==> config.mk <==
export PLATFORM = sky130hd
export DESIGN_NAME = rab_lookup_arbiter
export DESIGN_NICKNAME = d
export VERILOG_FILES = /design/src/rtl/rab_lookup_arbiter.sv
export SDC_FILE = /design/constraint.sdc
export NUM_CORES = 1
export LEC_CHECK = 0
export ABC_AREA = 0
export BUFFER_PORTS_ARGS = -buffer_cell sky130_fd_sc_hd__clkbuf_2
export CORE_AREA = 2 2 133 135
export DETAILED_ROUTE_END_ITERATION = 10
export DIE_AREA = 0 0 135 137
export PLACE_DENSITY = 0.66
export SLEW_MARGIN = 20
export SYNTH_ARGS = -nofsm -noshare
export SYNTH_HDL_FRONTEND = slang
export SYNTH_SLANG_ARGS = --single-unit
==> constraint.sdc <==
create_clock -name Clk_CI -period 1.35 [get_ports Clk_CI]
set_input_delay 0.2025 -clock Clk_CI [delete_from_list [all_inputs] [get_ports Clk_CI]]
set_output_delay 0.2025 -clock Clk_CI [all_outputs]
set_load 0.005 [all_outputs]
==> src/rtl/rab_lookup_arbiter.sv <==
// rab_lookup_arbiter
//   Round-robin arbiter and sequencer in front of the shared RAB slice lookup.
//   Read (Rd*) and write (Wr*) front-ends present address ranges. One request
//   is granted at a time, and a three-state FSM walks it through IDLE, LOOKUP
//   and RESP. The Lut_* port is driven from registers that were captured at
//   the grant. The lookup result is sampled at the end of LOOKUP, classified,
//   and then held on the Resp_* valid/ready port until it is consumed.
//
// Ports
//   Clk_CI, Rst_RBI                 clock, async active-low reset
//   {Rd,Wr}Req_valid/ready          request handshake per channel
//   {Rd,Wr}Req_addr_min/max, _id    burst range and transaction id
//   Lut_rw, Lut_addr_min/max        registered drive into the lookup
//   Lut_hit, Lut_prot, Lut_multi_hit, Lut_cache_coherent, Lut_out_addr
//                                   lookup result, sampled at the end of LOOKUP
//   Resp_valid/ready, Resp_rw, Resp_id, Resp_addr, Resp_cc, Resp_err
//                                   classified response (err: 00 ok, 01 miss,
//                                   10 prot, 11 multi-hit)
//
// Build option RAB_LOOKUP_STATS_EN adds the following saturating counters,
//   each updated on the response handshake:
//   Stat_rd_miss/Stat_wr_miss (non-ok responses per direction) and
//   Stat_multi (multi-hit responses). Stat_clr clears all of them.
module rab_lookup_arbiter #(
  parameter int N_SLICES        = 16,
  parameter int ADDR_WIDTH_PHYS = 40,
  parameter int ADDR_WIDTH_VIRT = 32,
  parameter int ID_WIDTH        = 8
) (
  input  logic                       Clk_CI,
  input  logic                       Rst_RBI,
  input  logic                       RdReq_valid,
  output logic                       RdReq_ready,
  input  logic [ADDR_WIDTH_VIRT-1:0] RdReq_addr_min,
  input  logic [ADDR_WIDTH_VIRT-1:0] RdReq_addr_max,
  input  logic [ID_WIDTH-1:0]        RdReq_id,
  input  logic                       WrReq_valid,
  output logic                       WrReq_ready,
  input  logic [ADDR_WIDTH_VIRT-1:0] WrReq_addr_min,
  input  logic [ADDR_WIDTH_VIRT-1:0] WrReq_addr_max,
  input  logic [ID_WIDTH-1:0]        WrReq_id,
  output logic                       Lut_rw,
  output logic [ADDR_WIDTH_VIRT-1:0] Lut_addr_min,
  output logic [ADDR_WIDTH_VIRT-1:0] Lut_addr_max,
  input  logic [N_SLICES-1:0]        Lut_hit,
  input  logic [N_SLICES-1:0]        Lut_prot,
  input  logic                       Lut_multi_hit,
  input  logic                       Lut_cache_coherent,
  input  logic [ADDR_WIDTH_PHYS-1:0] Lut_out_addr,
  output logic                       Resp_valid,
  input  logic                       Resp_ready,
  output logic                       Resp_rw,
  output logic [ID_WIDTH-1:0]        Resp_id,
  output logic [ADDR_WIDTH_PHYS-1:0] Resp_addr,
  output logic                       Resp_cc,
  output logic [1:0]                 Resp_err
`ifdef RAB_LOOKUP_STATS_EN
  ,
  input  logic                       Stat_clr,
  output logic [31:0]                Stat_rd_miss,
  output logic [31:0]                Stat_wr_miss,
  output logic [15:0]                Stat_multi
`endif
);

  typedef enum logic [1:0] {IDLE, LOOKUP, RESP} state_t;

  state_t              state_q;
  logic                last_wr_q;  // 1: last grant went to the write channel
  logic [ID_WIDTH-1:0] id_q;
  logic                rd_gnt, wr_gnt;
  logic [1:0]          err_d;

  // When both channels are valid, the channel that was not granted last wins.
  assign rd_gnt = RdReq_valid & (~WrReq_valid | last_wr_q);
  assign wr_gnt = WrReq_valid & (~RdReq_valid | ~last_wr_q);

  assign RdReq_ready = (state_q == IDLE) & rd_gnt;
  assign WrReq_ready = (state_q == IDLE) & wr_gnt;

  // Classification priority: multi-hit, then hit, then prot, then miss.
  always_comb begin
    err_d = 2'b01;
    if (Lut_multi_hit)  err_d = 2'b11;
    else if (|Lut_hit)  err_d = 2'b00;
    else if (|Lut_prot) err_d = 2'b10;
  end

  always_ff @(posedge Clk_CI or negedge Rst_RBI) begin
    if (!Rst_RBI) begin
      state_q      <= IDLE;
      last_wr_q    <= 1'b1;  // read channel wins the first tie
      id_q         <= '0;
      Lut_rw       <= 1'b0;
      Lut_addr_min <= '0;
      Lut_addr_max <= '0;
      Resp_valid   <= 1'b0;
      Resp_rw      <= 1'b0;
      Resp_id      <= '0;
      Resp_addr    <= '0;
      Resp_cc      <= 1'b0;
      Resp_err     <= 2'b00;
    end else begin
      case (state_q)
        IDLE: begin
          if (RdReq_ready || WrReq_ready) begin
            Lut_rw       <= WrReq_ready;
            Lut_addr_min <= WrReq_ready ? WrReq_addr_min : RdReq_addr_min;
            Lut_addr_max <= WrReq_ready ? WrReq_addr_max : RdReq_addr_max;
            id_q         <= WrReq_ready ? WrReq_id : RdReq_id;
            last_wr_q    <= WrReq_ready;
            state_q      <= LOOKUP;
          end
        end
        LOOKUP: begin
          // The Lut_* registers have been stable for this whole cycle, so
          // the combinational lookup result is valid at this edge.
          Resp_valid <= 1'b1;
          Resp_rw    <= Lut_rw;
          Resp_id    <= id_q;
          Resp_err   <= err_d;
          Resp_addr  <= (err_d == 2'b00) ? Lut_out_addr : '0;
          Resp_cc    <= (err_d == 2'b00) ? Lut_cache_coherent : 1'b0;
          state_q    <= RESP;
        end
        RESP: begin
          if (Resp_ready) begin
            Resp_valid <= 1'b0;
            state_q    <= IDLE;
          end
        end
        default: state_q <= IDLE;
      endcase
    end
  end

`ifdef RAB_LOOKUP_STATS_EN
  logic resp_hs;
  assign resp_hs = Resp_valid & Resp_ready;

  always_ff @(posedge Clk_CI or negedge Rst_RBI) begin
    if (!Rst_RBI) begin
      Stat_rd_miss <= '0;
      Stat_wr_miss <= '0;
      Stat_multi   <= '0;
    end else if (Stat_clr) begin
      Stat_rd_miss <= '0;
      Stat_wr_miss <= '0;
      Stat_multi   <= '0;
    end else if (resp_hs) begin
      if (Resp_err != 2'b00 && !Resp_rw && Stat_rd_miss != '1)
        Stat_rd_miss <= Stat_rd_miss + 32'd1;
      if (Resp_err != 2'b00 && Resp_rw && Stat_wr_miss != '1)
        Stat_wr_miss <= Stat_wr_miss + 32'd1;
      if (Resp_err == 2'b11 && Stat_multi != '1)
        Stat_multi <= Stat_multi + 16'd1;
    end
  end
`endif

endmodule

==> results.txt, run 1 <==
----------------------------------------------------
[Outcome]
  Outcome ... complete, but fails checks
  Violated checks ... setup timing

[Synthesis]
  Synthesized net count ... 690
  Flop and latch count out of synthesis ... 129
  Most frequent cells after synthesis ... sky130_fd_sc_hd__dfrtp_1, sky130_fd_sc_hd__a21oi_1, sky130_fd_sc_hd__nor2_1
  Post-Synthesis Mean Instance Area ... 11.8 sq um
  Fraction of the yosys area taken by sequential cells ... 58.8%
  Flip-flop cell with the highest count after synthesis ... sky130_fd_sc_hd__dfrtp_1
  Library cell with the largest summed area after synthesis ... sky130_fd_sc_hd__dfrtp_1
  Synth Instances ... 467
  Cells taking the most area after synthesis ... sky130_fd_sc_hd__dfrtp_1, sky130_fd_sc_hd__mux2i_1, sky130_fd_sc_hd__a21oi_1, sky130_fd_sc_hd__a22o_1, sky130_fd_sc_hd__nor2_1
  Syn Std Cell Area ... 5500 sq um
  Count of cell types in the netlist ... 26
  Most numerous cell in the Yosys netlist ... sky130_fd_sc_hd__dfrtp_1
  Count of warnings emitted by yosys ... 0
  Top cell type's share of synthesized area ... 58.3%
  Share of synthesized flip-flops with an asynchronous set or reset ... 100%
  Count of flip-flops with a built-in enable after synthesis ... 0

[Timing]
  Ratio of final minimum period to clock period ... 126%
  Worst Slack Setup Final ... -0.353 ns
  Finish-stage setup viols ... 126
  Achievable frequency ... 587 MHz
  Period minus WS final ... 1.70 ns
  Worst slew margin relative to its limit ... 77.9%
  Pin slew with the least headroom to its limit ... 0.331 ns
  Number of endpoints with negative hold slack in the final report ... 0
  Total Neg Setup Slack ... -25.02 ns
  Final clock skew ... 0.0112 ns
  Count of final max-slew check failures ... 0
  Unrepaired setup endpoints after global routing ... yes
  Worst slack on hold paths ... 0.0135 ns

[Detailed routing]
  Remaining design rule violation count ... 0
  Drt pass-1 iters ... 4
  DR WL/cell ... 17.8 microns
  Count of routing violations after the opening detailed-route iteration ... 149
  Antenna-violating nets left ... 0
  Mean number of vias per cell ... 4.81
  Total wirelength of the detailed-routed design ... 20400 microns
  Total via count in the routed design ... 5510

[Power and ir drop]
  Total power ... 24500 uW
  VDD IR max ... 1190 uV
  Leakage power summed over all cells ... 0.00522 uW
  Power Density ... 2380 nW/um^2

[Worst setup path]
  Peak fanout along the critical path ... 3
  Critical Path Sink Type ... output pin
  Startpoint-to-endpoint class of the critical path ... register to output pin
  Endpoint arrival time on the critical path ... 1.50 ns
  Startpoint of the worst setup timing path ... state_q[1]$_DFFE_PN0P_
  Worst endpoint required time ... 1.15 ns
  Kind of start point of the critical path ... register
  Origin of the critical flop-to-flop path ... last_wr_q$_DFFE_PN1P_

[Clock network]
  Cts bufs inserted ... 17
  Clock latency on the worst-skew pair ... 0.42 ns
  Number of H-tree levels ... 4
  Maximum buffer depth of the clock tree ... 2
  TritonCTS clock tree ... done
  Clk Tree Root Cell ... sky130_fd_sc_hd__clkbuf_16
  Clock transition at the registers of the reported paths ... 0.06 ns
  CTS Sinks ... 129

[Finish]
  Final nets ... 1130
  Final Instance Area ... 10300 sq um
  Area growth from synthesis to layout ... 87.3%
  Post-route non-filler standard cell count ... 1145
  Ant. Diodes ... 0
  Filler Cell Count ... 1356
  Fraction of layout cells with a size suffix above 1 ... 66.5%

[Floorplanning]
  Io pins ... 343
  Height of the die ... 137 microns
  Die width ... 135 microns
  Core Area ... 17100 sq um
  Die outline area ... 18500 sq um
  Rows ... 48
  Starting Density ... 32.2%

[Global routing]
  Wire length of the first global-routing pass ... 29600 microns
  Via count of the first global-routing pass ... 5503
  Aggregate global-route resource usage ... 21.3%
  Remaining Overflow, GRT ... 0
  Number of antenna violations at the first check in global routing ... 0
  Maximum number of pins on one net before global-route repair ... 34

[Job]
  Max-cap violation count ... 0

[Hold path]
  Class of the most critical hold timing path ... input pin to register
  Worst Hold Launch ... Lut_out_addr[8]

[Placement]
  Placed cell area ... 7720 sq um
  Count of input and output buffers ... 342
  Instance count after placement with tap cells included ... 1039
  Post-detailed-placement half-perimeter wirelength ... 12300 microns
  Last weighted congestion value of the routability-driven placer ... 0.769

----------------------------------------------------
[cell usage in the layout (no fill, tap or decap), types with 16 or more instances in the layout]
cell                            Yosys  final
sky130_fd_sc_hd__buf_16             0     18
sky130_fd_sc_hd__clkbuf_16          0     19
sky130_fd_sc_hd__clkbuf_2           0    339
sky130_fd_sc_hd__mux2i_1           72     49
sky130_fd_sc_hd__dfrtp_1          128    128
sky130_fd_sc_hd__a22o_1            41     41
sky130_fd_sc_hd__buf_4              2     29
sky130_fd_sc_hd__a21oi_2            0     56
sky130_fd_sc_hd__nor2_2             1     31
sky130_fd_sc_hd__nor2_1            74     37
sky130_fd_sc_hd__dlygate4sd3_1      0     16
sky130_fd_sc_hd__buf_12             0     23
[final timing paths]
path                            slack [ns]                      endpoint  cells past startpoint
worst max-delay path                 -0.35                   WrReq_ready                      6
worst min-delay path                  0.01      Resp_addr[8]$_DFFE_PN0P_                      2
worst max register to register       -0.32  Lut_addr_max[13]$_DFFE_PN0P_                      7
worst min register to register        0.50           Resp_rw$_DFFE_PN0P_                      2
max in group asynchronous             0.56     Resp_addr[27]$_DFFE_PN0P_                      3
min in group asynchronous             0.24   Lut_addr_min[4]$_DFFE_PN0P_                      2
[power breakdown]
| part | switching, uW | internal [uW] | leakage (uW) |
|---|---|---|---|
| registers | 1120 | 5640 | 0.00151 |
| clock network | 1930 | 2970 | 0.000299 |
| logic | 5470 | 7340 | 0.00341 |
[cell type report]
cell class / instances / area (sq um) / area share, %
Clock buffer: 17 / 425 / 4.13
Sequential cell: 129 / 3230 / 31.4
Timing Repair Buffer: 456 / 3530 / 34.3
Clock inverter: 15 / 198 / 1.92
Inverter: 6 / 22.5 / 0.219
Tap cell: 225 / 282 / 2.74
Multi-Input combinational cell: 297 / 2610 / 25.3
[metrics by stage]
step / util, % / setup slack (ns)
6_report: 60.3 / -0.353
5_1_grt: 60.3 / -0.444
3_3_place_gp: 45.2 / -0.125
4_1_cts: 58.3 / -0.380
3_5_place_dp: 45.2 / -0.158
2_1_floorplan: - / 0.00670
[registers in the layout, summed over array words and instances, names as in the netlist]
name	flops
Resp_err	2
Resp_id	8
Resp_rw	1
Resp_cc	1
state_q	2
last_wr_q	1
Resp_addr	40
Lut_rw	1
Resp_valid	1
Lut_addr_max	32
Lut_addr_min	32
id_q	8
[worst max-delay path, cell delays in order, from the launching register on]
cell and delay (ns):
sky130_fd_sc_hd__dfrtp_1 0.41, sky130_fd_sc_hd__nor2_4 0.16, sky130_fd_sc_hd__nand3_4 0.11, sky130_fd_sc_hd__buf_12 0.15, sky130_fd_sc_hd__buf_6 0.11, sky130_fd_sc_hd__inv_2 0.06, sky130_fd_sc_hd__buf_6 0.10
[cell families after synthesis]
logic type	Yosys count	share of synthesized area, %
DFF	129	58.8
and+or+nand+nor	93	7.15
buffers and inverters	41	4.87
AOI/OAI and AO/OA	124	14.5
muxes	80	14.8
[per-layer routing]
metal  routed length (microns)  GRT usage (%)
met5                         0              0
met4                       426           7.35
met3                      1270           5.19
met2                     10900           39.0
met1                      7750           24.3
[timing repair]
item                                    4_1_cts  5_1_grt
hold buffers                                 14        2
endpoints found under the hold margin       118        2
setup buffers                                35        4
endpoints found under the setup margin      124      126
pin swaps                                    11        7
resized for setup                           130       88
cloned                                       24        2
Power figures use the tool's default switching activity.
==> run 2: changes to the inputs <==
--- a/config.mk
+++ b/config.mk
@@ -5,12 +5,12 @@
 export SDC_FILE = /design/constraint.sdc
 export NUM_CORES = 1
 export LEC_CHECK = 0
-export ABC_AREA = 0
+export ABC_AREA = 1
 export BUFFER_PORTS_ARGS = -buffer_cell sky130_fd_sc_hd__clkbuf_2
-export CORE_AREA = 2 2 133 135
+export CORE_AREA = 2 2 134 136
 export DETAILED_ROUTE_END_ITERATION = 10
-export DIE_AREA = 0 0 135 137
-export PLACE_DENSITY = 0.66
+export DIE_AREA = 0 0 136 138
+export PLACE_DENSITY = 0.69
 export SLEW_MARGIN = 20
 export SYNTH_ARGS = -nofsm -noshare
 export SYNTH_HDL_FRONTEND = slang
==> run 2 against run 1 <==
Compared with the run above:
- the run still ends with setup timing left
- non-clock buffer count down 17
- global-route usage increased by 0.62 points
- clock-buffer cell count up 7
- highest routed layer unchanged
==> results.txt, run 2 <==
----------------------------------------------------
[Outcome]
  Outcome ... complete, but fails checks (unchanged)
  Violated checks ... setup timing (unchanged)

[Floorplanning]
  Die width ... 136 microns (was 135 microns)
  Core Area ... 17500 sq um (was 17100 sq um)
  Rows ... 49 (was 48)
  Starting Density ... 34.8% (was 32.2%)
  Height of the die ... 138 microns (was 137 microns)
  Io pins ... 343 (unchanged)
  Die outline area ... 18800 sq um (was 18500 sq um)

[Timing]
  Pin slew with the least headroom to its limit ... 0.291 ns (was 0.331 ns)
  Unrepaired setup endpoints after global routing ... yes (unchanged)
  Ratio of final minimum period to clock period ... 118% (was 126%)
  Number of endpoints with negative hold slack in the final report ... 0 (unchanged)
  Achievable frequency ... 626 MHz (was 587 MHz)
  Total Neg Setup Slack ... -11.84 ns (was -25.02 ns)
  Worst slack on hold paths ... 0.00467 ns (was 0.0135 ns)
  Count of final max-slew check failures ... 0 (unchanged)
  Period minus WS final ... 1.60 ns (was 1.70 ns)
  Final clock skew ... 0.00585 ns (was 0.0112 ns)
  Worst Slack Setup Final ... -0.247 ns (was -0.353 ns)
  Finish-stage setup viols ... 103 (was 126)
  Worst slew margin relative to its limit ... 80.5% (was 77.9%)

[Finish]
  Biggest register ... Resp_addr (unchanged)
  Largest registers in the final layout ... Resp_addr: 40 flops, Lut_addr_max: 32 flops, Lut_addr_min: 32 flops (unchanged)
  Largest register FFs ... 40 (unchanged)
  Top library cells by usage in the layout, fill and taps aside ... sky130_fd_sc_hd__clkbuf_2, sky130_fd_sc_hd__nand2_1, sky130_fd_sc_hd__dfrtp_1 (was sky130_fd_sc_hd__clkbuf_2, sky130_fd_sc_hd__dfrtp_1, sky130_fd_sc_hd__a21oi_2)
  Final Instance Area ... 10400 sq um (was 10300 sq um)
  Post-route non-filler standard cell count ... 1390 (was 1145)
  Filler Cell Count ... 1551 (was 1356)
  Fraction of layout cells with a size suffix above 1 ... 45.0% (was 66.5%)
  Area growth from synthesis to layout ... 70.4% (was 87.3%)
  Final nets ... 1371 (was 1130)
  Ant. Diodes ... 0 (unchanged)
  Most common cell after layout, fill and taps aside ... sky130_fd_sc_hd__clkbuf_2 (unchanged)

[Hold path]
  Class of the most critical hold timing path ... input pin to register (unchanged)
  Number of stages on the worst hold path ... 3 (was 2)
  Worst Hold Launch ... Lut_out_addr[39] (was Lut_out_addr[8])
  Hold Crit Endpoint ... Resp_addr[39]$_DFFE_PN0P_ (was Resp_addr[8]$_DFFE_PN0P_)

[Detailed routing]
  Drt pass-1 iters ... 5 (was 4)
  Total via count in the routed design ... 6684 (was 5510)
  Total wirelength of the detailed-routed design ... 22200 microns (was 20400 microns)
  Count of routing violations after the opening detailed-route iteration ... 327 (was 149)
  Mean number of vias per cell ... 4.81 (about the same)
  Remaining design rule violation count ... 0 (unchanged)
  Antenna-violating nets left ... 0 (unchanged)
  DR WL/cell ... 16.0 microns (was 17.8 microns)

[Synthesis]
  Share of synthesized flip-flops with an asynchronous set or reset ... 100% (unchanged)
  Count of flip-flops with a built-in enable after synthesis ... 0 (unchanged)
  Top cell type's share of synthesized area ... 52.5% (was 58.3%)
  Post-Synthesis Mean Instance Area ... 8.23 sq um (was 11.8 sq um)
  Count of warnings emitted by yosys ... 0 (unchanged)
  Most frequent cells after synthesis ... sky130_fd_sc_hd__nand2_1, sky130_fd_sc_hd__dfrtp_1, sky130_fd_sc_hd__inv_1 (was sky130_fd_sc_hd__dfrtp_1, sky130_fd_sc_hd__a21oi_1, sky130_fd_sc_hd__nor2_1)
  Most numerous cell in the Yosys netlist ... sky130_fd_sc_hd__nand2_1 (was sky130_fd_sc_hd__dfrtp_1)
  Flip-flop cell with the highest count after synthesis ... sky130_fd_sc_hd__dfrtp_1 (unchanged)
  Count of cell types in the netlist ... 20 (was 26)
  Library cell with the largest summed area after synthesis ... sky130_fd_sc_hd__dfrtp_1 (unchanged)
  Syn Std Cell Area ... 6100 sq um (was 5500 sq um)
  Synth Instances ... 741 (was 467)
  Cells taking the most area after synthesis ... sky130_fd_sc_hd__dfrtp_1, sky130_fd_sc_hd__nand2_1, sky130_fd_sc_hd__o211ai_1, sky130_fd_sc_hd__nand3_1, sky130_fd_sc_hd__inv_1 (was sky130_fd_sc_hd__dfrtp_1, sky130_fd_sc_hd__mux2i_1, sky130_fd_sc_hd__a21oi_1, sky130_fd_sc_hd__a22o_1, sky130_fd_sc_hd__nor2_1)
  Synthesized net count ... 964 (was 690)
  Fraction of the yosys area taken by sequential cells ... 53.0% (was 58.8%)
  Flop and latch count out of synthesis ... 129 (unchanged)

[Power and ir drop]
  Design internal power ... 15700 uW (was 15900 uW)
  Proportion of power drawn by flip-flops and latches ... 28.1% (was 27.6%)
  Clk network pwr share ... 21.3% (was 20.0%)
  VDD IR max ... 1100 uV (was 1190 uV)
  Power Density ... 2350 nW/um^2 (was 2380 nW/um^2)
  Portion of total power attributed to combinational logic ... 50.6% (was 52.4%)
  Net switching share of the total power ... 35.8% (was 34.8%)
  Leakage power summed over all cells ... 0.00578 uW (was 0.00522 uW)
  Switching power summed over all nets ... 8740 uW (was 8520 uW)

[Global routing]
  Remaining Overflow, GRT ... 0 (unchanged)
  Maximum number of pins on one net before global-route repair ... 44 (was 34)
  Number of antenna violations at the first check in global routing ... 0 (unchanged)
  Wire length of the first global-routing pass ... 32300 microns (was 29600 microns)
  Aggregate global-route resource usage ... 21.9% (was 21.3%)
  Via count of the first global-routing pass ... 6319 (was 5503)

[Worst setup path]
  Worst endpoint required time ... 1.15 ns (about the same)
  Kind of start point of the critical path ... register (unchanged)
  Peak fanout along the critical path ... 3 (unchanged)
  Gate family responsible for the most delay along the worst path ... flip-flops (was buffers and inverters)
  Worst reg2reg path depth ... 8 (was 7)
  Startpoint-to-endpoint class of the critical path ... register to output pin (unchanged)
  Origin of the critical flop-to-flop path ... state_q[1]$_DFFE_PN0P_ (was last_wr_q$_DFFE_PN1P_)
  Critical Path Sink Type ... output pin (unchanged)
  Largest incremental delay on the critical path ... 0.40 ns (was 0.41 ns)
  Reg-to-reg endpoint ... Lut_addr_min[14]$_DFFE_PN0P_ (was Lut_addr_max[13]$_DFFE_PN0P_)
  Critical path cell sequence ... nor2_4 -> nand2_2 -> buf_6 -> a21oi_2 -> buf_2 (was nor2_4 -> nand3_4 -> buf_12 -> buf_6 -> inv_2 -> buf_6)
  Endpoint arrival time on the critical path ... 1.39 ns (was 1.50 ns)
  Critical path's slowest cell ... sky130_fd_sc_hd__dfrtp_1 (unchanged)
  Buf+Inv Stages, Crit Path ... 2 (was 4)
  Register-to-register setup slack ... -0.22 ns (was -0.32 ns)

[Placement]
  Setup slack after placement ... -0.118 ns (was -0.158 ns)
  Post-detailed-placement half-perimeter wirelength ... 13800 microns (was 12300 microns)
  Instance count after placement with tap cells included ... 1303 (was 1039)
  Placed cell area ... 8400 sq um (was 7720 sq um)
  Count of input and output buffers ... 342 (unchanged)
  Last weighted congestion value of the routability-driven placer ... 0.889 (was 0.769)

[Clock network]
  TritonCTS clock tree ... done (unchanged)
  Number of H-tree levels ... 4 (unchanged)
  Cts bufs inserted ... 17 (unchanged)
  Maximum buffer depth of the clock tree ... 2 (unchanged)
  Clock transition at the registers of the reported paths ... 0.06 ns (about the same)
  CTS Sinks ... 129 (unchanged)
  Clock latency on the worst-skew pair ... 0.41 ns (was 0.42 ns)
  Clk Tree Root Cell ... sky130_fd_sc_hd__clkbuf_16 (unchanged)

[Job]
  Max-cap violation count ... 0 (unchanged)

----------------------------------------------------
==> run 2: routing by layer <==
| metal | wire, microns | track usage, % | vias up |
|---|---|---|---|
| li1 | - | - | 3228 |
| met1 | 9290 | 28.1 | 3156 |
| met2 | 11000 | 36.4 | 259 |
| met3 | 1350 | 4.44 | 41 |
| met4 | 563 | 8.44 | 0 |
| met5 | 0 | 0 | - |
==> run 2: timing repair <==
action                     in CTS  in global routing
gates resized for setup        37                124
setup endpoints to repair      73                 97
hold buffers                    2                  0
cloned                         14                 15
setup buffers                  16                 11
pin swaps                      26                 70
hold endpoints to repair      129                  0
==> run 2: worst max-delay path by stage <==
stage                      startpoint  slack, ns                           end  cells past startpoint
2_1_floorplan  state_q[1]$_DFFE_PN0P_      0.009                   RdReq_ready                      5
3_3_place_gp   state_q[1]$_DFFE_PN0P_      -0.08  Lut_addr_max[11]$_DFFE_PN0P_                      6
3_5_place_dp   state_q[1]$_DFFE_PN0P_      -0.12  Lut_addr_max[11]$_DFFE_PN0P_                      6
4_1_cts        state_q[0]$_DFFE_PN0P_      -0.29                   RdReq_ready                      5
5_1_grt        state_q[1]$_DFFE_PN0P_      -0.34                   RdReq_ready                      5
6_report       state_q[1]$_DFFE_PN0P_      -0.25                   RdReq_ready                      5
==> run 2: cell families after synthesis <==
family,Yosys count,synth area share [%]
AOI/OAI and AO/OA,135,14.6
buffers and inverters,138,9.71
DFF,129,53.0
and+or+nand+nor,339,22.7
==> run 2: metrics by stage <==
step | utilization, % | total power, uW
final | 59.2 | 24400
after global routing | 59.2 | 26000
after CTS | 55.5 | 22700
after detailed placement | 47.9 | 15600
after global placement | 47.9 | 15400
after floorplan | - | 11200
==> run 2: power by group through the flow <==
stage | combinational [uW] | sequential, uW | clock (uW)
after floorplan | 4310 | 6900 | 0
after global placement | 8620 | 6830 | 0
after detailed placement | 8780 | 6860 | 0
after CTS | 10600 | 6840 | 5290
after global routing | 13400 | 7070 | 5470
final | 12400 | 6860 | 5210
==> run 2: final cells by class <==
| cell class | instances | area, sq um | share of cell area (%) |
|---|---|---|---|
| clock buffer | 24 | 502 | 4.83 |
| clock inverter | 8 | 173 | 1.66 |
| inverter | 86 | 333 | 3.20 |
| multi-input combinational | 475 | 2500 | 24.0 |
| sequential | 129 | 3230 | 31.1 |
| tap | 229 | 287 | 2.76 |
| timing repair buffer | 439 | 3370 | 32.4 |
==> run 2: worst reg2reg max path, stage by stage (launching register included) <==
cell,delay (ns)
sky130_fd_sc_hd__dfrtp_1,0.40
sky130_fd_sc_hd__nor2_4,0.17
sky130_fd_sc_hd__nand3_4,0.11
sky130_fd_sc_hd__buf_6,0.14
sky130_fd_sc_hd__buf_12,0.12
sky130_fd_sc_hd__buf_16,0.14
sky130_fd_sc_hd__buf_6,0.12
sky130_fd_sc_hd__o211ai_1,0.18
sky130_fd_sc_hd__nand2_1,0.07
==> run 3: changes to the inputs <==
--- a/config.mk
+++ b/config.mk
@@ -7,10 +7,12 @@
 export LEC_CHECK = 0
 export ABC_AREA = 1
 export BUFFER_PORTS_ARGS = -buffer_cell sky130_fd_sc_hd__clkbuf_2
-export CORE_AREA = 2 2 134 136
+export CELL_PAD_IN_SITES_DETAIL_PLACEMENT = 1
+export CELL_PAD_IN_SITES_GLOBAL_PLACEMENT = 1
+export CORE_MARGIN = 1
+export CORE_UTILIZATION = 28
 export DETAILED_ROUTE_END_ITERATION = 10
-export DIE_AREA = 0 0 136 138
-export PLACE_DENSITY = 0.69
+export PLACE_DENSITY = 0.77
 export SLEW_MARGIN = 20
 export SYNTH_ARGS = -nofsm -noshare
 export SYNTH_HDL_FRONTEND = slang
==> run 3 against run 2 <==
Compared with the run above:
- the flow finishes with violations (hold timing, setup timing)
- clock skew grew 0.0052 ns
- sequential power is essentially flat
- global-route usage shrank 1.2 points
- sequential share of layout area grew 1.6 points
- combinational power shrank 5%
- clock-buffer cell count shrank 4
- register-to-register slack is essentially flat
- critical endpoint is now WrReq_ready
- largest cell class is now flip-flops and latches
- highest routed layer unchanged
==> results.txt, run 3 (synthesized netlist as in run 2, its figures left out) <==
----------------------------------------------------
[Outcome]
  Outcome ... complete, but fails checks (unchanged)
  Violated checks ... hold timing, setup timing (was setup timing)

[Global routing]
  Remaining Overflow, GRT ... 0 (unchanged)
  Aggregate global-route resource usage ... 20.7% (was 21.9%)
  Maximum number of pins on one net before global-route repair ... 57 (was 44)
  Number of antenna violations at the first check in global routing ... 1 (was 0)
  Wire length of the first global-routing pass ... 35700 microns (was 32300 microns)
  Via count of the first global-routing pass ... 6866 (was 6319)

[Detailed routing]
  Mean number of vias per cell ... 4.72 (was 4.81)
  Total via count in the routed design ... 6653 (was 6684)
  Drt pass-1 iters ... 4 (was 5)
  DR WL/cell ... 17.5 microns (was 16.0 microns)
  Remaining design rule violation count ... 0 (unchanged)
  Antenna-violating nets left ... 0 (unchanged)
  Count of routing violations after the opening detailed-route iteration ... 200 (was 327)
  Total wirelength of the detailed-routed design ... 24600 microns (was 22200 microns)

[Finish]
  Largest registers in the final layout ... Resp_addr: 40 flops, Lut_addr_max: 32 flops, Lut_addr_min: 32 flops (unchanged)
  Biggest register ... Resp_addr (unchanged)
  Area growth from synthesis to layout ... 61.9% (was 70.4%)
  Final Instance Area ... 9870 sq um (was 10400 sq um)
  Filler Cell Count ... 2578 (was 1551)
  Final nets ... 1344 (was 1371)
  End-of-flow core utilization ... 46.6% (was 59.2%)
  Fraction of layout cells with a size suffix above 1 ... 42.4% (was 45.0%)
  Largest register FFs ... 40 (unchanged)
  Top library cells by usage in the layout, fill and taps aside ... sky130_fd_sc_hd__clkbuf_2, sky130_fd_sc_hd__nand2_1, sky130_fd_sc_hd__dfrtp_1 (unchanged)
  Most common cell after layout, fill and taps aside ... sky130_fd_sc_hd__clkbuf_2 (unchanged)

[Timing]
  Worst slack on hold paths ... -0.00218 ns (was 0.00467 ns)
  Worst Slack Setup Final ... -0.238 ns (was -0.247 ns)
  Period minus WS final ... 1.59 ns (was 1.60 ns)
  Finish-stage setup viols ... 125 (was 103)
  Unrepaired setup endpoints after global routing ... yes (unchanged)
  Achievable frequency ... 630 MHz (was 626 MHz)
  Pin slew with the least headroom to its limit ... 0.307 ns (was 0.291 ns)
  Number of endpoints with negative hold slack in the final report ... 1 (was 0)
  Final clock skew ... 0.0111 ns (was 0.00585 ns)
  Ratio of final minimum period to clock period ... 118% (about the same)
  Count of final max-slew check failures ... 0 (unchanged)
  Worst slew margin relative to its limit ... 79.5% (was 80.5%)

[Clock network]
  Clock transition at the registers of the reported paths ... 0.06 ns (about the same)
  TritonCTS clock tree ... done (unchanged)
  CTS Sinks ... 129 (unchanged)
  Number of H-tree levels ... 4 (unchanged)
  Cts bufs inserted ... 17 (unchanged)
  Clock latency on the worst-skew pair ... 0.42 ns (was 0.41 ns)
  Maximum buffer depth of the clock tree ... 2 (unchanged)
  Clk Tree Root Cell ... sky130_fd_sc_hd__clkbuf_16 (unchanged)

[Power and ir drop]
  Switching power summed over all nets ... 8870 uW (was 8740 uW)
  Net switching share of the total power ... 38.3% (was 35.8%)
  Portion of total power attributed to combinational logic ... 50.8% (was 50.6%)
  Leakage power summed over all cells ... 0.00549 uW (was 0.00578 uW)
  Clk network pwr share ... 19.5% (was 21.3%)
  VDD IR max ... 755 uV (was 1100 uV)
  Power Density ... 2350 nW/um^2 (about the same)
  Design internal power ... 14300 uW (was 15700 uW)
  Proportion of power drawn by flip-flops and latches ... 29.7% (was 28.1%)

[Worst setup path]
  Endpoint arrival time on the critical path ... 1.39 ns (about the same)
  Critical Path Sink Type ... output pin (unchanged)
  Kind of start point of the critical path ... register (unchanged)
  Reg-to-reg endpoint ... Lut_addr_max[21]$_DFFE_PN0P_ (was Lut_addr_min[14]$_DFFE_PN0P_)
  Worst reg2reg path depth ... 7 (was 8)
  Origin of the critical flop-to-flop path ... state_q[1]$_DFFE_PN0P_ (unchanged)
  Register-to-register setup slack ... -0.22 ns (about the same)
  Startpoint-to-endpoint class of the critical path ... register to output pin (unchanged)
  Peak fanout along the critical path ... 4 (was 3)
  Worst endpoint required time ... 1.15 ns (about the same)

[Floorplanning]
  Height of the die ... 150 microns (was 138 microns)
  Starting Density ... 28.8% (was 34.8%)
  Die outline area ... 22400 sq um (was 18800 sq um)
  Rows ... 53 (was 49)
  Core Area ... 21200 sq um (was 17500 sq um)
  Io pins ... 343 (unchanged)
  Die width ... 150 microns (was 136 microns)

[Placement]
  Post-detailed-placement half-perimeter wirelength ... 16100 microns (was 13800 microns)
  Placed cell area ... 8350 sq um (was 8400 sq um)
  Last weighted congestion value of the routability-driven placer ... 0.777 (was 0.889)
  Count of input and output buffers ... 342 (unchanged)

[Job]
  Max-cap violation count ... 0 (unchanged)

[Hold path]
  Number of stages on the worst hold path ... 3 (unchanged)
  Hold Crit Endpoint ... Resp_addr[10]$_DFFE_PN0P_ (was Resp_addr[39]$_DFFE_PN0P_)
  Worst Hold Launch ... Lut_out_addr[10] (was Lut_out_addr[39])
  Class of the most critical hold timing path ... input pin to register (unchanged)

----------------------------------------------------
[run 3: cell types whose count changed in the layout (fill, tap and decap cells not counted), sizes merged]
| cell | delta |
|---|---|
| bufbuf | +1 |
| clkinv | +3 |
| clkbuf | -3 |
| buf | -29 |
| diode | +1 |
| bufinv | -4 |
| clkinvlp | +5 |
[run 3: power groups by stage]
stage | Clock, uW | Combinational, uW | Sequential [uW]
2_1_floorplan | 0 | 4310 | 6900
3_3_place_gp | 0 | 8480 | 6760
3_5_place_dp | 0 | 8750 | 6870
4_1_cts | 4630 | 10100 | 6840
5_1_grt | 4790 | 12800 | 7090
6_report | 4530 | 11800 | 6870
[run 3: layout make-up]
| class | count | area [sq um] | area share [%] |
|---|---|---|---|
| clock buffers | 20 | 467 | 4.73 |
| well taps | 275 | 344 | 3.49 |
| inverters | 86 | 352 | 3.56 |
| repair buffers | 412 | 2970 | 30.1 |
| multi-input cells | 475 | 2400 | 24.3 |
| diodes | 1 | 2.50 | 0.0254 |
| clock inverters | 12 | 109 | 1.10 |
| flip-flops and latches | 129 | 3230 | 32.7 |
[run 3: how the worst max path moves through the flow]
stage / startpoint / to / slack (ns) / depth (start not counted)
after global placement: state_q[1]$_DFFE_PN0P_ / Lut_addr_max[0]$_DFFE_PN0P_ / -0.07 / 6
after detailed placement: state_q[1]$_DFFE_PN0P_ / Lut_addr_max[0]$_DFFE_PN0P_ / -0.15 / 6
final: state_q[1]$_DFFE_PN0P_ / WrReq_ready / -0.24 / 5
after global routing: state_q[1]$_DFFE_PN0P_ / WrReq_ready / -0.32 / 5
after CTS: state_q[0]$_DFFE_PN0P_ / WrReq_ready / -0.33 / 5
after floorplan: state_q[1]$_DFFE_PN0P_ / RdReq_ready / 0.009 / 5
[run 3: what timing repair did]
item	in CTS	in global routing
resized for setup	23	86
hold buffers	2	0
setup buffers	8	6
cloned	10	16
endpoints found under the setup margin	76	125
pin swaps	10	32
hold endpoints to repair	129	0
[run 3: metrics by stage]
step,TNS (ns),hold WS [ns],power [uW],setup WS [ns],cells
after floorplan,0,-0.0931,11200,0.00886,741
after global placement,-0.546,0.106,15200,-0.0724,1337
after detailed placement,-4.52,0.102,15600,-0.151,1337
after CTS,-15.22,0.00856,21600,-0.326,1388
after global routing,-24.44,0.00219,24700,-0.320,1410
final,-14.22,-0.00218,23200,-0.238,1410
[run 3: worst max-delay path, cell delays in order, from the launching register on]
cell                       delay (ns)
sky130_fd_sc_hd__dfrtp_2         0.43
sky130_fd_sc_hd__nor2_4          0.18
sky130_fd_sc_hd__nand3_4         0.10
sky130_fd_sc_hd__buf_12          0.15
sky130_fd_sc_hd__clkinv_8        0.04
sky130_fd_sc_hd__buf_6           0.07
[run 3: per-layer routing]
layer | part of all wire (%) | GRT usage, %
met3 | 5.3 | 4.79
met5 | 0 | 0
met4 | 3.2 | 8.47
met2 | 51 | 36.5
met1 | 40 | 23.9
